--- config.mk ---
export PLATFORM = sky130hd
export DESIGN_NAME = sub16_seq_sub
export DESIGN_NICKNAME = d
export VERILOG_FILES = /design/src/rtl/sub16_seq_sub.sv
export SDC_FILE = /design/constraint.sdc
export NUM_CORES = 1
export LEC_CHECK = 0
export BUFFER_PORTS_ARGS = -buffer_cell sky130_fd_sc_hd__buf_2
export CAP_MARGIN = 20
export CORE_UTILIZATION = 43
export CTS_BUF_LIST = sky130_fd_sc_hd__clkbuf_16
export CTS_CLUSTER_SIZE = 20
export DETAILED_ROUTE_END_ITERATION = 12
export PLACE_DENSITY = 0.62
export SLEW_MARGIN = 40
export SYNTH_ARGS = -nofsm -noshare
export SYNTH_HDL_FRONTEND = slang
export SYNTH_SLANG_ARGS = --single-unit
--- constraint.sdc ---
create_clock -name clk -period 7.1 [get_ports clk]
set_clock_uncertainty 0.1 [all_clocks]
set_input_delay 0.71 -clock clk [delete_from_list [all_inputs] [get_ports clk]]
set_output_delay 0.71 -clock clk [all_outputs]
set_load 0.05 [all_outputs]
--- src/rtl/sub16_seq_sub.sv ---
// sub16_seq_sub: sequential 16-bit subtractor (x - y) built from a slice-serial adder.
// Latency: done 4 cycles after the start edge (2 cycles when SUB16_BYTE_STEP_EN is defined).
// Backpressure: none; start is only honoured in IDLE, and a start seen in RUN or DONE is dropped.
// Config macro SUB16_BYTE_STEP_EN: 8-bit slices (2 RUN cycles) instead of 4-bit slices (4 RUN cycles).
module sub16_seq_sub (
  input  logic        clk,
  input  logic        rst,
  input  logic        start,
  input  logic [15:0] x,
  input  logic [15:0] y,
  output logic [15:0] z,
  output logic        borrow,
  output logic        zero,
  output logic        parity,
  output logic        sign,
  output logic        overflow,
  output logic        busy,
  output logic        done
);

`ifdef SUB16_BYTE_STEP_EN
  localparam int SW = 8;
`else
  localparam int SW = 4;
`endif
  localparam int         STEPS     = 16 / SW;
  localparam logic [1:0] LAST_STEP = 2'(STEPS - 1);

  typedef enum logic [1:0] {IDLE, RUN, DONE} state_t;

  state_t      state_q, state_d;
  logic [15:0] x_q, x_d, y_q, y_d;
  logic [15:0] acc_q, acc_d;
  logic [1:0]  cnt_q, cnt_d;
  logic        carry_q, carry_d;
  logic [15:0] z_q, z_d;
  logic        borrow_q, borrow_d;
  logic        zero_q, zero_d;
  logic        parity_q, parity_d;
  logic        sign_q, sign_d;
  logic        overflow_q, overflow_d;
  logic        busy_q, busy_d;
  logic        done_q, done_d;

  logic [SW-1:0] x_slice, y_slice;
  logic [SW:0]   slice_sum;
  logic [15:0]   acc_nxt;
  logic          last_step;

  // Slice adder, next-state and result/flag capture on the final slice.
  always_comb begin
    x_slice    = x_q[cnt_q*SW +: SW];
    y_slice    = y_q[cnt_q*SW +: SW];
    // Subtraction as x + ~y + 1: the initial carry-in of 1 supplies the +1.
    slice_sum  = {1'b0, x_slice} + {1'b0, ~y_slice} + {{SW{1'b0}}, carry_q};
    acc_nxt    = acc_q;
    acc_nxt[cnt_q*SW +: SW] = slice_sum[SW-1:0];
    last_step  = (cnt_q == LAST_STEP);

    state_d    = state_q;
    x_d        = x_q;
    y_d        = y_q;
    acc_d      = acc_q;
    cnt_d      = cnt_q;
    carry_d    = carry_q;
    z_d        = z_q;
    borrow_d   = borrow_q;
    zero_d     = zero_q;
    parity_d   = parity_q;
    sign_d     = sign_q;
    overflow_d = overflow_q;

    case (state_q)
      IDLE: begin
        if (start) begin
          x_d     = x;
          y_d     = y;
          acc_d   = '0;
          cnt_d   = '0;
          carry_d = 1'b1;
          state_d = RUN;
        end
      end
      RUN: begin
        acc_d   = acc_nxt;
        carry_d = slice_sum[SW];
        cnt_d   = last_step ? 2'd0 : cnt_q + 2'd1;
        if (last_step) begin
          // Result and flags move together so z never shows a partial difference.
          z_d        = acc_nxt;
          borrow_d   = ~slice_sum[SW];
          zero_d     = ~|acc_nxt;
          parity_d   = ~^acc_nxt;
          sign_d     = acc_nxt[15];
          overflow_d = (x_q[15] & ~y_q[15] & ~acc_nxt[15]) |
                       (~x_q[15] & y_q[15] & acc_nxt[15]);
          state_d    = DONE;
        end
      end
      DONE:    state_d = IDLE;
      default: state_d = IDLE;
    endcase

    busy_d = (state_d == RUN);
    done_d = (state_d == DONE);
  end

  // State and output registers; reset wins over every other input.
  always_ff @(posedge clk) begin
    if (rst) begin
      state_q    <= IDLE;
      x_q        <= '0;
      y_q        <= '0;
      acc_q      <= '0;
      cnt_q      <= '0;
      carry_q    <= 1'b0;
      z_q        <= '0;
      borrow_q   <= 1'b0;
      zero_q     <= 1'b0;
      parity_q   <= 1'b0;
      sign_q     <= 1'b0;
      overflow_q <= 1'b0;
      busy_q     <= 1'b0;
      done_q     <= 1'b0;
    end else begin
      state_q    <= state_d;
      x_q        <= x_d;
      y_q        <= y_d;
      acc_q      <= acc_d;
      cnt_q      <= cnt_d;
      carry_q    <= carry_d;
      z_q        <= z_d;
      borrow_q   <= borrow_d;
      zero_q     <= zero_d;
      parity_q   <= parity_d;
      sign_q     <= sign_d;
      overflow_q <= overflow_d;
      busy_q     <= busy_d;
      done_q     <= done_d;
    end
  end

  assign z        = z_q;
  assign borrow   = borrow_q;
  assign zero     = zero_q;
  assign parity   = parity_q;
  assign sign     = sign_q;
  assign overflow = overflow_q;
  assign busy     = busy_q;
  assign done     = done_q;

endmodule

==> metrics.md <==
| Metric | Value |
|---|---|
| Initial Util | 0.445 |
| Root Buffer | clkbuf_16 |
| DP Wirelength | approximately 5700 µm |
| Die Area | 8410 µm² |
| Congestion Overflow GR | 0 |
| Nets@finish | 496 |
| Die extent in y | 91.7 µm |
| Max Root-Sink Buffers | 2 |
| Arrival time worst endpoint | 4.36 ns |
| Final design utilization | 0.525 |
| Vias in the first global route | 2,841 |
| Synth Area in XOR/XNOR | 0.0268 |
| Initial antenna violation count | 0 |
| Relative slew slack | 0.474 |
| Drt first-iter violations | 108 |
| # DRC | 0 |
| Via density | 5.22 |
| Clk_lat worst skew | 0.33 ns |
| Slew @ Worst Pin | 0.788 ns |
| Synth area leader | dfxtp_1 |
| Area contributors post-synth | dfxtp_1 (43%), nand2_1 (8.1%), a21oi_1 (7.1%) |
| # IOs | 58 |
| Largest family of logic cells by synthesized area | simple AND/OR/NAND/NOR gates |
| Yosys warnings | 0 |
| Hold WC Path Type | register to register |
| Gr usage total | 0.205 |
| Unique cell type count in the Yosys netlist | 52 |
| Power per cell area | 254 nW/µm² |
| Mux cell area share after synthesis | 0.0521 |
| Complex-gate fraction of the synthesized area | 0.176 |
| Clock sink total | 75 |
| Synth-to-layout area growth | 17.9% |
| Largest net degree at the start of global routing | 76 |
| Maximum vdd ir drop | 0.000125 V |
| Worst EP required | 7.22 ns |
| Final setup fails | 0 |
| H-tree depth | 3 |
| Ys flop type | dfxtp_1 |
| #FFs+latches synth | 75 |
| CTS clk-pin slew, worst paths | 0.06 ns |
| Min Tclk post-route | 4.24 ns |
| Cell area after synthesis | 3460 µm² |
| Proportion of layout cells with a drive suffix above 1 | 0.217 |
| Number of max-cap violations | 0 |
| Number of diodes | 0 |
| Syn_nets | 453 |
| Share of synthesized registers carrying an async set or reset | 0 |
| Critical path endpoint category | register |
| # port buffers | 57 |
| Setup TNS | 0 ns |
| Wirelength per Cell | 14.8 µm |
| Die Width | 91.7 µm |
| Simple-Gate Fraction of Synth Area | 0.205 |
| DR vias | 2,889 |
| Post-synth top cells | dfxtp_1 (75), nand2_1 (75), nor2_1 (55), a21oi_1 (49), clkbuf_1 (21) |
| Number of flops mapped to enable cells by yosys | 0 |
| Outcome | finished clean |
| Area share of the largest cell type after synthesis | 0.434 |
| Post-synthesis adder-cell area fraction | 0.0586 |
| Setup repair after global routing missed its margin | no |
| Site Rows | 32 |
| Cts bufs inserted | 9 |
| DRT Pass-1 Iters | 4 |
| Hold slack | 0.354 ns |
| Hold Vio Cnt, Final | 0 |
| CTS tree | yes |
| First-pass GRT wire length | around 14,000 µm |
| Max Slew Vio Count | 0 |
| Leak Pwr | 1.66 nW |
| Remaining antenna violation count after routing | 0 |
| Avg Inst Size Synth | between 8 and 9 µm² |
| Post-CTS sizing | 0 |
| Startpoint types | register |
| Mapped Cells | slightly above 400 |
| Setup CP Type | register to register |
| Post-Route WL | 8200 µm |
| Fmax | 236 MHz |
| Crit path max fanout | 19 |
| Seq/Total Area, Yosys | 0.434 |
| Post-CTS setup buffer count | 0 |
| Crit share post-route | 0.597 |
| Cts hold-fix bufs | 0 |
| Core footprint | 7770 µm² |
| GPL Wtd Cong | 0.862 |
[logic make-up after synthesis]
group | Yosys count
simple gates | 159
compound gates | 96
flops | 75
buf+inv | 41
fa+ha+maj | 15
xor+xnor | 9
mux | 8
[placed cells by master, fill, tap and decap left out, drive strengths merged, types with 3 or more instances in the layout]
cell | Yosys | layout
nand2 | 76 | 76
a21o | 3 | 3
a22oi | 15 | 15
a22o | 3 | 3
o21ai | 3 | 3
nor2 | 55 | 55
a211oi | 14 | 14
dfxtp | 75 | 75
buf | 5 | 59
mux4 | 8 | 8
and2 | 3 | 3
nor3 | 6 | 6
xnor2 | 6 | 6
a21oi | 49 | 49
ha | 13 | 13
clkbuf | 21 | 9
nand2b | 3 | 3
inv | 14 | 17
[routing by layer]
layer / routed length (µm) / up-vias / global-route usage
met4: 126 / 0 / 0.0716
li1: - / 1465 / -
met1: 3820 / 1333 / 0.251
met2: 3990 / 76 / 0.357
met5: 0 / - / 0
met3: 264 / 15 / 0.0423
[sequential cells by signal (all words and copies together), names as in the netlist]
name,cells
zero,1
busy,1
parity,1
done,1
state_q,2
overflow,1
acc_q,16
z,16
carry_q,1
borrow,1
x_q,16
cnt_q,2
y_q,16
[final timing paths]
path	slack (ns)	startpoint	to	depth (start not counted)
min	0.35	y_q[0]	y_q[0]	2
min reg2reg	0.35	y_q[0]	y_q[0]	2
max reg2reg	2.86	cnt_q[0]	parity	12
max	2.86	cnt_q[0]	parity	12
[final cells by class]
type	instances	area, µm²
fillers	780	3690
flip-flops and latches	75	1500
clock buffers	9	225
inverters	14	52.6
clock inverters	7	62.6
well taps	102	128
repair buffers	59	300
multi-input cells	287	1810
[critical path, cell delays in order, from the launching register on]
cell and delay [ns]:
dfxtp_2 0.62, mux4_2 0.58, fa_1 0.39, inv_1 0.08
fa_1 0.48, a22oi_1 0.32, ha_1 0.31, xnor2_1 0.19
xnor2_1 0.17, xnor2_1 0.18, xnor3_1 0.35, xor2_1 0.17
a21o_1 0.19
[per-stage QoR]
step | area (µm²) | worst slack [ns] | std cells | total power [mW]
2_1_floorplan | 3460 | 2.68 | 403 | 0.569
3_3_place_gp | 3780 | 2.72 | 537 | 0.604
3_5_place_dp | 3780 | 2.58 | 537 | 0.607
4_1_cts | 4070 | 2.57 | 553 | 1.04
5_1_grt | 4080 | 2.67 | 553 | 1.08
6_report | 4080 | 2.86 | 553 | 1.04
[where the power goes]
group	switching [mW]	total [mW]	internal [mW]
registers	0.0117	0.447	0.436
logic	0.0862	0.152	0.0658
clock network	0.171	0.439	0.268
Note: power is estimated with default switching activity, not from simulation.
